**src/rtl/spi_pkg.sv**
```systemverilog
// Shared SPI definitions: FSM states, word-length encoding and mode bit indices.
// Used by both ends of the SPI link so the configuration encoding stays in step.
package spi_pkg;

   typedef enum logic [1:0] {
      IDLE  = 2'd0,
      LOAD  = 2'd1,
      SHIFT = 2'd2
   } state_e;

   typedef enum logic [1:0] {
      WL_8  = 2'b00,
      WL_16 = 2'b01,
      WL_24 = 2'b10,
      WL_32 = 2'b11
   } word_len_e;

   localparam int CPOL_BIT = 1;
   localparam int CPHA_BIT = 0;

   // Number of bits in a word for a given length code.
   function automatic logic [5:0] word_bits(input word_len_e wl);
      case (wl)
         WL_8:    return 6'd8;
         WL_16:   return 6'd16;
         WL_24:   return 6'd24;
         default: return 6'd32;
      endcase
   endfunction

   // Mask keeping the low word_bits(wl) bits of a right-justified word.
   function automatic logic [31:0] word_mask(input word_len_e wl);
      return 32'hFFFF_FFFF >> (6'd32 - word_bits(wl));
   endfunction

   // Move a right-justified word up so its MSB sits at bit 31.
   function automatic logic [31:0] left_align(input logic [31:0] d, input word_len_e wl);
      return d << (6'd32 - word_bits(wl));
   endfunction

endpackage

```
**src/rtl/spi_sync_edge.sv**
```systemverilog
// Multi-flop synchronizer for one asynchronous SPI pin, plus a history flop
// so the synced value can be compared with its previous cycle for edges.
module spi_sync_edge #(
   parameter int   SYNC_STAGES = 2,
   parameter logic RST_VAL     = 1'b0
) (
   input  logic clk,
   input  logic rst,
   input  logic d_in,
   output logic sync_out,
   output logic rise_out,
   output logic fall_out
);

   logic [SYNC_STAGES-1:0] sync_q, sync_d;
   logic                   hist_q, hist_d;

   // Next values: shift the pin into the chain, remember the last synced value.
   // NOTE: every _d is fully assigned in always_comb so no latch is inferred.
   always_comb begin
      sync_d = {sync_q[SYNC_STAGES-2:0], d_in};
      hist_d = sync_q[SYNC_STAGES-1];
   end

   // Synchronizer and history registers, preset to the pin's idle level.
   // NOTE: clocked state is written with non-blocking assignments only.
   always_ff @(posedge clk) begin
      if (rst) begin
         sync_q <= {SYNC_STAGES{RST_VAL}};
         hist_q <= RST_VAL;
      end else begin
         sync_q <= sync_d;
         hist_q <= hist_d;
      end
   end

   assign sync_out = sync_q[SYNC_STAGES-1];
   assign rise_out = sync_out & ~hist_q;
   assign fall_out = ~sync_out & hist_q;

endmodule

```
**src/rtl/spi_slave.sv**
```systemverilog
// SPI responder: oversamples SCLK/CS/MOSI in the GCLK domain, shifts MOSI into
// a receive word and MISO out of a transmit word, modes 0-3, 8/16/24/32 bits.
module spi_slave
   import spi_pkg::*;
#(
   parameter int SYNC_STAGES = 2
) (
   input  logic        GCLK,
   input  logic        RST,
   input  logic [1:0]  spi_mode_in,
   input  logic [1:0]  word_len_in,
   input  logic [31:0] tx_data_in,
   output logic [31:0] rx_data_out,
   output logic        rx_valid_out,
   output logic        busy_out,
   output logic        abort_out,
   input  logic        SCLK_in,
   input  logic        CS_in,
   input  logic        MOSI_in,
   output logic        MISO_out,
   output logic        MISO_oe_out
);

   logic sclk_sync, sclk_rise, sclk_fall;
   logic cs_sync, cs_rise, cs_fall;
   logic mosi_sync, mosi_rise, mosi_fall;

   spi_sync_edge #(.SYNC_STAGES(SYNC_STAGES), .RST_VAL(1'b0)) u_sync_sclk (
      .clk(GCLK), .rst(RST), .d_in(SCLK_in),
      .sync_out(sclk_sync), .rise_out(sclk_rise), .fall_out(sclk_fall)
   );

   spi_sync_edge #(.SYNC_STAGES(SYNC_STAGES), .RST_VAL(1'b1)) u_sync_cs (
      .clk(GCLK), .rst(RST), .d_in(CS_in),
      .sync_out(cs_sync), .rise_out(cs_rise), .fall_out(cs_fall)
   );

   spi_sync_edge #(.SYNC_STAGES(SYNC_STAGES), .RST_VAL(1'b0)) u_sync_mosi (
      .clk(GCLK), .rst(RST), .d_in(MOSI_in),
      .sync_out(mosi_sync), .rise_out(mosi_rise), .fall_out(mosi_fall)
   );

   // Only the SCLK/CS edges and the MOSI level are needed.
   logic unused_sync;
   assign unused_sync = &{1'b0, sclk_sync, cs_sync, mosi_rise, mosi_fall};

   state_e      state_q, state_d;
   logic [1:0]  mode_q, mode_d;
   word_len_e   len_q, len_d;
   logic [31:0] tx_shift_q, tx_shift_d;
   logic [31:0] rx_shift_q, rx_shift_d;
   logic [5:0]  bit_cnt_q, bit_cnt_d;
   logic        done_q, done_d;
   logic [31:0] rx_data_q, rx_data_d;
   logic        rx_valid_q, rx_valid_d;
   logic        abort_q, abort_d;
   logic        busy_q, busy_d;
   logic        oe_q, oe_d;
   logic        miso_q, miso_d;

   logic        cpol, cpha;
   logic        lead_edge, trail_edge, sample_edge, shift_edge;
   word_len_e   len_in;
   logic [31:0] tx_aligned;

   assign cpol        = mode_q[CPOL_BIT];
   assign cpha        = mode_q[CPHA_BIT];
   assign lead_edge   = cpol ? sclk_fall : sclk_rise;
   assign trail_edge  = cpol ? sclk_rise : sclk_fall;
   assign sample_edge = cpha ? trail_edge : lead_edge;
   assign shift_edge  = cpha ? lead_edge  : trail_edge;
   assign len_in      = word_len_e'(word_len_in);
   assign tx_aligned  = left_align(tx_data_in, len_in);

   // Next-state logic: word framing, bit shifting, completion and abort.
   always_comb begin
      state_d    = state_q;
      mode_d     = mode_q;
      len_d      = len_q;
      tx_shift_d = tx_shift_q;
      rx_shift_d = rx_shift_q;
      bit_cnt_d  = bit_cnt_q;
      done_d     = 1'b0;
      rx_data_d  = rx_data_q;
      rx_valid_d = 1'b0;
      abort_d    = 1'b0;
      busy_d     = busy_q;
      oe_d       = oe_q;
      miso_d     = miso_q;

      // A word finished on the previous cycle's sample edge: publish it,
      // even if CS rose on that same edge and the FSM is already idle.
      if (done_q) begin
         rx_data_d  = rx_shift_q & word_mask(len_q);
         rx_valid_d = 1'b1;
      end

      case (state_q)
         IDLE: begin
            busy_d = 1'b0;
            oe_d   = 1'b0;
            miso_d = 1'b0;
            if (cs_fall) state_d = LOAD;
         end

         LOAD: begin
            mode_d     = spi_mode_in;
            len_d      = len_in;
            tx_shift_d = tx_aligned;
            bit_cnt_d  = 6'd0;
            oe_d       = 1'b1;
            busy_d     = 1'b1;
            miso_d     = spi_mode_in[CPHA_BIT] ? 1'b0 : tx_aligned[31];
            state_d    = SHIFT;
         end

         SHIFT: begin
            if (done_q) begin
               // Back-to-back word: reload without waiting for CS.
               len_d      = len_in;
               tx_shift_d = tx_aligned;
               bit_cnt_d  = 6'd0;
            end else if (sample_edge) begin
               rx_shift_d = {rx_shift_q[30:0], mosi_sync};
               bit_cnt_d  = bit_cnt_q + 6'd1;
               done_d     = (bit_cnt_d == word_bits(len_q));
            end else if (shift_edge) begin
               // The first shift edge of a word presents its MSB; later ones advance.
               if (bit_cnt_q == 6'd0) begin
                  miso_d = tx_shift_q[31];
               end else begin
                  tx_shift_d = {tx_shift_q[30:0], 1'b0};
                  miso_d     = tx_shift_q[30];
               end
            end

            if (cs_rise) begin
               state_d = IDLE;
               busy_d  = 1'b0;
               oe_d    = 1'b0;
               miso_d  = 1'b0;
               abort_d = !done_d && (bit_cnt_d != 6'd0);
            end
         end

         default: state_d = IDLE;
      endcase
   end

   // State and registered outputs; reset abandons any word in flight silently.
   always_ff @(posedge GCLK) begin
      if (RST) begin
         state_q    <= IDLE;
         mode_q     <= 2'b00;
         len_q      <= WL_8;
         tx_shift_q <= 32'd0;
         rx_shift_q <= 32'd0;
         bit_cnt_q  <= 6'd0;
         done_q     <= 1'b0;
         rx_data_q  <= 32'd0;
         rx_valid_q <= 1'b0;
         abort_q    <= 1'b0;
         busy_q     <= 1'b0;
         oe_q       <= 1'b0;
         miso_q     <= 1'b0;
      end else begin
         state_q    <= state_d;
         mode_q     <= mode_d;
         len_q      <= len_d;
         tx_shift_q <= tx_shift_d;
         rx_shift_q <= rx_shift_d;
         bit_cnt_q  <= bit_cnt_d;
         done_q     <= done_d;
         rx_data_q  <= rx_data_d;
         rx_valid_q <= rx_valid_d;
         abort_q    <= abort_d;
         busy_q     <= busy_d;
         oe_q       <= oe_d;
         miso_q     <= miso_d;
      end
   end

   assign rx_data_out  = rx_data_q;
   assign rx_valid_out = rx_valid_q;
   assign busy_out     = busy_q;
   assign abort_out    = abort_q;
   assign MISO_out     = miso_q;
   assign MISO_oe_out  = oe_q;

endmodule

```
**config.mk**
```make
export PLATFORM = sky130hd
export DESIGN_NAME = spi_slave
export DESIGN_NICKNAME = d
export VERILOG_FILES = /design/src/rtl/spi_pkg.sv /design/src/rtl/spi_sync_edge.sv /design/src/rtl/spi_slave.sv
export SDC_FILE = /design/constraint.sdc
export NUM_CORES = 1
export LEC_CHECK = 0
export CORE_UTILIZATION = 30
export DETAILED_ROUTE_END_ITERATION = 8
export PLACE_DENSITY_LB_ADDON = 0.25
export SLEW_MARGIN = 25
export SYNTH_ARGS = -nofsm -noshare
export SYNTH_HDL_FRONTEND = slang
export SYNTH_SLANG_ARGS = --single-unit
```
**constraint.sdc**
```tcl
create_clock -name GCLK -period 2.9 [get_ports GCLK]
set_clock_uncertainty 0.1 [all_clocks]
set_input_delay 0.58 -clock GCLK [delete_from_list [all_inputs] [get_ports GCLK]]
set_output_delay 0.58 -clock GCLK [all_outputs]
set_load 0.005 [all_outputs]
```
**After elaboration in Yosys (flattened, before gate mapping)**

Index checks and enable logic that the tools add are counted.

- Output and inout bits: 37
- Flip-flop bits (word level): 121
- Word-level logic and storage cells: 104
- Input port bits: 41

- Bitwise gates (word level): 12
- $add $sub $neg: 3
- Muxes and demuxes: 37
- Equal/unequal tests: 16
- Shifts and indexed selects: 2
- Reductions and logical operators: 17

Operators by type and width:

| kind | number |
|---|---|
| 32-bit two-way mux | 4 |
| 32-bit case mux with 2 select lines | 1 |
| 6-bit two-way mux | 7 |
| 6-bit case mux with 3 select lines | 2 |
| 32-bit AND | 1 |
| 32-bit by 6-bit << shifter with 32-bit output | 1 |
| 32-bit by 6-bit >> shifter with 32-bit output (first input constant) | 1 |
| 3-bit != test (second input constant) | 6 |
| 1-bit two-way mux | 15 |
| 6-bit case mux with 2 select lines | 1 |
| 6-bit subtractor (first input constant) | 2 |
| 4-bit AND reduction | 2 |
| 1-bit NOT | 7 |
| 6-bit by 1-bit adder with 6-bit output (second input constant) | 1 |
| 2-bit by 1-bit == test with 1-bit output (second input constant) | 3 |
| 2-bit == test (second input constant) | 3 |
| 6-bit == test | 1 |
| 2-bit logical NOT | 3 |
| 6-bit logical NOT | 1 |
| 2-bit two-way mux | 3 |
| 2-bit != test (second input constant) | 3 |
| 1-bit case mux with 3 select lines | 2 |
| 2-bit case mux with 3 select lines | 1 |
| 2-bit AND reduction | 3 |
| other kinds (10) | 13 |

**Logic depth before layout (Yosys ltp)**

Gate-level depths: netlist (run 1).

- Depth in word-level cells: 13
- Mapped depth: 10
- Mapped depth without buffers: 7

**Modules after synthesis**

From an unflattened synthesis (run 1), not the netlist that was laid out.

- Cell total of the unflattened synthesis: 665
- Area total of the unflattened synthesis: 5,828.1 µm²

Modules (own cells, without submodules):

| module | instances | area an instance (µm²) | cells each | seq. area each (µm²) |
|---|---|---|---|---|
| spi_slave | 1 | 5,552.8 | 641 | 2,262.2 |
| spi_sync_edge at u_sync_mosi ... | 2 | 91.3 | 8 | 60.1 |
| spi_sync_edge at u_sync_cs | 1 | 92.6 | 8 | 60.1 |

**Worst setup path before layout (run 1)**

Ideal clock, no wire load.

- Kind: input-to-reg
- Start: input word_len_in[0]
- End: register tx_shift_q[29]
- Slack: 0.590 ns
- Library setup time: 0.115 ns
- Stages on the path: 8
- Data required time: 2.685 ns
- Arrival: 2.095 ns
- Path buffers: 1
- Path through: inv_1 ha_1 buf_6 nor2_1 mux4_2 a22oi_1 a31oi_1 o21a_1

- Longest elaborated chain between the ends: 6
- Elaborated cells between the ends (all ways): 8
- Classes of those cells: 1 x add/sub; 2 x eq/ne; 1 x shift; 3 x mux; 1 x reduce/logical

Ends and longest elaborated chain:

| what | line | source |
|---|---|---|
| from (decl) | spi_slave.sv:11 | `input logic [1:0] word_len_in,` |
| 2-bit == test, or another cell as far along | spi_pkg.sv:23 | `case (wl)` |
| 6-bit case mux with 3 select lines (*) | spi_pkg.sv:23 |  |
| 6-bit subtractor (*) | spi_pkg.sv:38 | `return d << (6'd32 - word_bits(wl));` |
| 32-bit by 6-bit << shifter with 32-bit output (*) | spi_pkg.sv:38 |  |
| 32-bit two-way mux | spi_slave.sv:118 | `if (done_q) begin` |
| 32-bit case mux with 2 select lines (*) | spi_slave.sv:98 | `case (state_q)` |
| to (signal assigned) | spi_slave.sv:170 | `tx_shift_q <= tx_shift_d;` |
| to (decl) | spi_slave.sv:50 | `logic [31:0] tx_shift_q, tx_shift_d;` |

Mark *: on every way between the ends. The rest lies on a longest branch, timed or not.
A chain may end at the register's enable or synchronous reset.

**Worst setup path in the final report (run 1)**

- Start: input word_len_in[0]
- End: register tx_shift_q[27]

The elaborated chain is that of the path after synthesis.

==> metrics.txt, run 1 <==
die height 140 microns; largest net degree at the start of global routing 72; switching power 1.00 mW; Core Area 18300 sq um; initial antenna violation count 0; Max Used Layer met4; Unique masters post-synth 51; CP Capture Type flop; GP Congestion 0.878; Final setup viols 0; Async SR Flop Fraction 0%; pwr/cell area 610 nW/um^2; CTS root buffer clkbuf_16; P_int 3.48 mW; clock sink total 121; Critical Path Fanout Max 22; Worst-Skew Late Latency 410 ps; Setup crit start kind input pin; WP data arrival 2730 ps; Iter 0 DRT Violations 219; Worst-path clk slew 50 ps; IO Pins 78; minimum clock period 2520 ps; placed instance area 6700 sq um; Routed WL 14500 microns; cts hold-fix bufs 0; combinational power share 9.7%; post-DR wirelength/cell 15.0 microns; Critical Path RT 3110 ps; PostCTS Resize Cnt 0; critical path type input pin to flop; dpl hpwl 9960 microns; Tcrit/Tclk final 86.9%; vias 4920; EDFF count, synth 0; outcome finished clean; cts bufs inserted 17; CTS tree done; antenna cells 0; die area 19500 sq um; leading post-synthesis cells by cell area dfxtp_1 (43%), a21oi_1 (8.1%), nand2_1 (5.1%), mux2i_1 (3.5%), nand2b_1 (3.2%); All-Layer GR Usage 15.3%; first-pass GRT wire length 23800 microns; max_cap viols 0; metal2 WL 6690 microns; via/cell ratio 5.11; post-route design area 7350 sq um; antenna-violating nets left 0; postcts setup bufs 0; Seq cells post-synth 121; Initial Util 31.1%; leak pwr 2.51 nW; share of cells above drive strength 1 10.4%; H-tree levels 4; cell taking the most area after synthesis dfxtp_1; ys flop type dfxtp_1; sequential-to-total area share from yosys stat 42.6%; metal1 wirelength 6800 microns; mapped cell area 5690 sq um; Hold Crit Class flop to flop; peak supply drop 0.420 mV; Slew @ Worst Pin 632 ps; vias in the first global route 4746; sw frac 22.4%; synth cell count leaders dfxtp_1 (121), a21oi_1 (92), nand2_1 (78); RSZ-0062 raised after global routing false; syn avg cell area 8.61 sq um; syn nets 715; f_max 0.397 GHz; Final nets 776; routed wl met3 766 microns; post-layout util 40.2%; Slew Limit Fails 0; Remaining DRCs 0; Port-buffer cells 77; hold_ws 312 ps; grt total ovfl 0; synthesized instance count 661; Final Power 4.48 mW; area delta synth->final 29.2%; headroom to the max-slew limit 57.9%; Ys Warns 0; Final Hold Viols 0; DRT Pass-1 Iters 5; Clock power frac 51.7%; worst-case clock buffer depth 2; floorplan row count 49; Reg power frac 38.6%; Yosys top cell area share 42.6%; Die X 140 microns; top-count cell post-synth dfxtp_1
## cells by family after synthesis
logic type | count (synthesis) | synth area share, %
AOI/OAI and AO/OA | 196 | 20.2
adders and majority gates | 13 | 2.86
and+or+nand+nor | 219 | 19.6
buffers and inverters | 71 | 5.54
xor gates and xnor gates | 11 | 1.96
DFF | 121 | 42.6
muxes | 30 | 7.26
## worst max-delay path, stage by stage
cell	delay (ps)
clkdlybuf4s50_1	520
inv_1	80
ha_1	470
buf_4	330
mux4_2	340
a22oi_1	170
a31oi_1	110
o21a_1	130
## power groups by stage
| stage | clock (mW) | sequential (mW) | combinational, mW |
|---|---|---|---|
| floorplan | 0 | 1.75 | 0.273 |
| global placement | 0 | 1.76 | 0.424 |
| detailed placement | 0 | 1.76 | 0.434 |
| CTS | 2.37 | 1.73 | 0.435 |
| global route | 2.44 | 1.73 | 0.473 |
| finish | 2.32 | 1.73 | 0.435 |
## stage by stage
stage / std cells / setup TNS, ps / setup WS, ps
floorplan: 661 / 0 / 590
global placement: 932 / -4.02 / -4.02
detailed placement: 932 / -173 / -60.3
CTS: 963 / 0 / 381
global route: 963 / 0 / 255
finish: 963 / 0 / 380
## sequential cells by signal, summed over array words and instances (netlist names), 2 cells and up
| signal | flops |
|---|---|
| state_q | 2 |
| u_sync_mosi.sync_q | 2 |
| u_sync_cs.sync_q | 2 |
| rx_shift_q | 32 |
| len_q | 2 |
| tx_shift_q | 32 |
| rx_data_out | 32 |
| mode_q | 2 |
| bit_cnt_q | 6 |
| u_sync_sclk.sync_q | 2 |
## cell usage in the layout, fill, tap and decap left out, types with 4 or more instances in the layout
cell	n
nor2b_1	6
a22oi_1	24
mux4_2	6
a21oi_1	92
nand3b_1	8
a211oi_1	16
dfxtp_1	120
clkdlybuf4s50_1	76
nor2_1	26
and3_1	4
buf_4	24
mux2i_1	20
o21ai_0	31
inv_1	10
nand2b_1	29
xnor2_1	6
nand2_1	78
o21a_1	8
nand3_1	35
a31oi_1	18
xor2_1	4
or2_2	4
clkbuf_16	17
nor4b_1	9
bufinv_16	5
ha_1	13
## path summary, 6_finish.rpt
| check | from | endpoint | cells past startpoint | slack (ps) |
|---|---|---|---|---|
| max | word_len_in[0] | tx_shift_q[27] | 8 | 380 |
| min | u_sync_cs.sync_q[0] | u_sync_cs.sync_q[1] | 1 | 310 |
| max reg2reg | mode_q[0] | tx_shift_q[20] | 6 | 590 |
| min reg2reg | u_sync_cs.sync_q[0] | u_sync_cs.sync_q[1] | 1 | 310 |
## per-layer routing
metal	global-route usage (%)	up-vias
met2	24.2	132
met3	4.68	20
met5	0	-
met1	19.5	2301
met4	5.90	0
li1	-	2467
## area by class of cell
| type | count | area (sq um) |
|---|---|---|
| Fill cell | 1832 | 10900 |
| Multi-Input combinational cell | 469 | 2950 |
| Sequential cell | 121 | 2420 |
| Timing Repair Buffer | 103 | 1000 |
| Clock buffer | 20 | 457 |
| Tap cell | 229 | 287 |
| Clock inverter | 11 | 193 |
| Inverter | 10 | 37.5 |
No activity file was read; power rests on OpenSTA's default activity.
==> run 2: changes to the inputs <==
--- a/config.mk
+++ b/config.mk
@@ -5,6 +5,7 @@
 export SDC_FILE = /design/constraint.sdc
 export NUM_CORES = 1
 export LEC_CHECK = 0
+export CORE_MARGIN = 5
 export CORE_UTILIZATION = 30
 export DETAILED_ROUTE_END_ITERATION = 8
 export PLACE_DENSITY_LB_ADDON = 0.25
==> run 2 against run 1 <==
Sequential share of layout area rose by 0.42 points. Via count grew 0.65%. Worst hold slack hardly changed. Power down 5.8%. Non-clock buffer count is 2 lower. Maximum frequency is 2.3% lower. Die area up 12%. Global-route usage is 1.7 points lower. Core utilization is 1.4 points lower. Setup slack worse by 60 ps. Cell count rose by 0.31%.
==> metrics.txt, run 2 (same netlist as run 1, synthesis figures left out) <==
Critical Path RT 3030 ps (-80 ps); Worst-Skew Late Latency 410 ps (about the same); All-Layer GR Usage 13.6% (-1.7 points); f_max 0.388 GHz (-2.3%); leak pwr 2.45 nW (-2.3%); GP Congestion 0.873 (-0.52%); DP Worst Slack -30.9 ps (+29.4 ps); vias 4952 (+0.65%); first-pass GRT wire length 24600 microns (+3.5%); worst reg2reg startpoint mode_q[0]; peak supply drop 0.341 mV (-19%); Worst R2R End tx_shift_q[19]; Final nets 774 (-0.26%); Hold Crit Class flop to flop; Remaining DRCs 0 (unchanged); CTS root buffer clkbuf_16; sw frac 23.5% (+1.1 points); Reg2Reg Depth 5 (-1); switching power 991 uW (-1.2%); Final Hold Viols 0 (unchanged); P_int 3.23 mW (-7.1%); largest net degree at the start of global routing 59 (-18%); Die X 148 microns (+5.7%); die area 21800 sq um (+12%); Final Power 4.22 mW (-5.8%); antenna-violating nets left 0 (unchanged); worst hold start u_sync_cs.sync_q[0]; hold_ws 311 ps (-0.385 ps); Crit path largest cell delay 810 ps (+290 ps); most frequent cells in the layout dfxtp_1 (120), a21oi_1 (92), nand2_1 (78); Iter 0 DRT Violations 363 (+66%); CTS tree done; share of cells above drive strength 1 10.1% (-0.24 points); Core Area 18700 sq um (+2.4%); pwr/cell area 582 nW/um^2 (-4.6%); Non-Filler Instances 966 (+0.31%); DRT Pass-1 Iters 5 (unchanged); cts hold-fix bufs 0 (unchanged); antenna cells 0 (unchanged); Initial Util 30.4% (-0.72 points); RSZ-0062 raised after global routing false; most common cell after layout, fill and taps aside dfxtp_1; floorplan row count 50 (+2.0%); max_cap viols 0 (unchanged); IO Pins 78 (unchanged); grt total ovfl 0 (unchanged); Setup crit start kind flop; initial antenna violation count 0 (unchanged); outcome finished clean; setup slack after layout 320 ps (-60.1 ps); dpl cells 935 (+0.32%); area delta synth->final 27.6%; headroom to the max-slew limit 31.4% (-27 points); Hold Path End u_sync_cs.sync_q[1]; Filler Cell Count 1867 (+1.9%); Reg power frac 40.9% (+2.3 points); postcts setup bufs 0 (unchanged); Routed WL 14500 microns (-0.21%); Cells on Worst Hold Path 1 (unchanged); Critical Path Fanout Max 24 (+9.1%); minimum clock period 2580 ps (+60.1 ps); worst-case clock buffer depth 2 (unchanged); critical path type flop to flop; dpl hpwl 9880 microns (-0.80%); vias in the first global route 4963 (+4.6%); H-tree levels 4 (unchanged); post-DR wirelength/cell 15.0 microns (-0.52%); R2R Setup Slk 320 ps (-270 ps); CP Capture Type flop; cts bufs inserted 17 (unchanged); CP Cell Sequence xor2_1, mux2_2, o21a_2, nor2_2, a211oi_1; PostCTS Resize Cnt 0 (unchanged); Clock power frac 49.0% (-2.7 points); Port-buffer cells 77 (unchanged); Slew @ Worst Pin 1030 ps (+397 ps); Worst-path clk slew 50 ps (about the same); slowest CP cell nor2_2; via/cell ratio 5.13 (+0.34%); Tcrit/Tclk final 89.0% (+2.1 points); die height 148 microns (+5.7%); combinational power share 10.0% (+0.3 points); WP data arrival 2710 ps (-20 ps); Final setup viols 0 (unchanged); clock sink total 121 (unchanged); Fin Setup TNS 0 ps (unchanged); Slew Limit Fails 0 (unchanged)
run 2: power groups by stage:
| stage | sequential, mW | combinational, mW | clock [mW] |
|---|---|---|---|
| 2_1_floorplan | 1.75 | 0.273 | 0 |
| 3_3_place_gp | 1.76 | 0.414 | 0 |
| 3_5_place_dp | 1.76 | 0.422 | 0 |
| 4_1_cts | 1.73 | 0.424 | 2.13 |
| 5_1_grt | 1.73 | 0.469 | 2.20 |
| 6_report | 1.73 | 0.424 | 2.07 |
run 2: worst max path at each step:
stage	start	to	slack, ps	cells after the start
detailed placement	word_len_in[0]	MISO_out	-30	8
CTS	mode_q[0]	tx_shift_q[19]	290	5
finish	mode_q[0]	tx_shift_q[19]	320	5
global placement	word_len_in[0]	MISO_out	5	8
floorplan	word_len_in[0]	tx_shift_q[29]	590	8
global route	mode_q[0]	tx_shift_q[2]	120	5
run 2: critical path, delay by kind of cell, from the launching register on:
kind                      cells  cell delay, ps
muxes                         1             410
AOI/OAI and AO/OA             2             450
xor gates and xnor gates      1             260
and+or+nand+nor               1             810
DFF                           1             350
run 2: routing by layer:
metal	up-vias	wire [microns]	global-route usage, %
met5	-	0	0
met4	0	114	3.91
met3	12	940	4.48
met2	144	6530	21.0
met1	2328	6870	18.3
li1	2468	-	-
run 2: per-stage QoR:
step	instance area [sq um]	utilization (%)
final	7260	38.8
after global routing	7260	38.8
after CTS	7260	38.8
after detailed placement	6670	35.7
after global placement	6670	35.7
after floorplan	5690	-
run 2: cell type report:
cell class                      instances  area [sq um]  share of cell area [%]
Multi-Input combinational cell        469          2950                    40.7
Sequential cell                       121          2420                    33.4
Timing Repair Buffer                  101           961                    13.2
Clock buffer                           21           470                    6.48
Tap cell                              234           293                    4.03
Clock inverter                         10           120                    1.65
Inverter                               10          37.5                   0.517
==> run 3: changes to the inputs <==
--- a/config.mk
+++ b/config.mk
@@ -9,7 +9,7 @@
 export CORE_UTILIZATION = 30
 export DETAILED_ROUTE_END_ITERATION = 8
 export PLACE_DENSITY_LB_ADDON = 0.25
-export SLEW_MARGIN = 25
+export SLEW_MARGIN = 20
 export SYNTH_ARGS = -nofsm -noshare
 export SYNTH_HDL_FRONTEND = slang
 export SYNTH_SLANG_ARGS = --single-unit
==> results of run 3 <==
No change in the layout: final DEF, timing and power equal those of run 2.
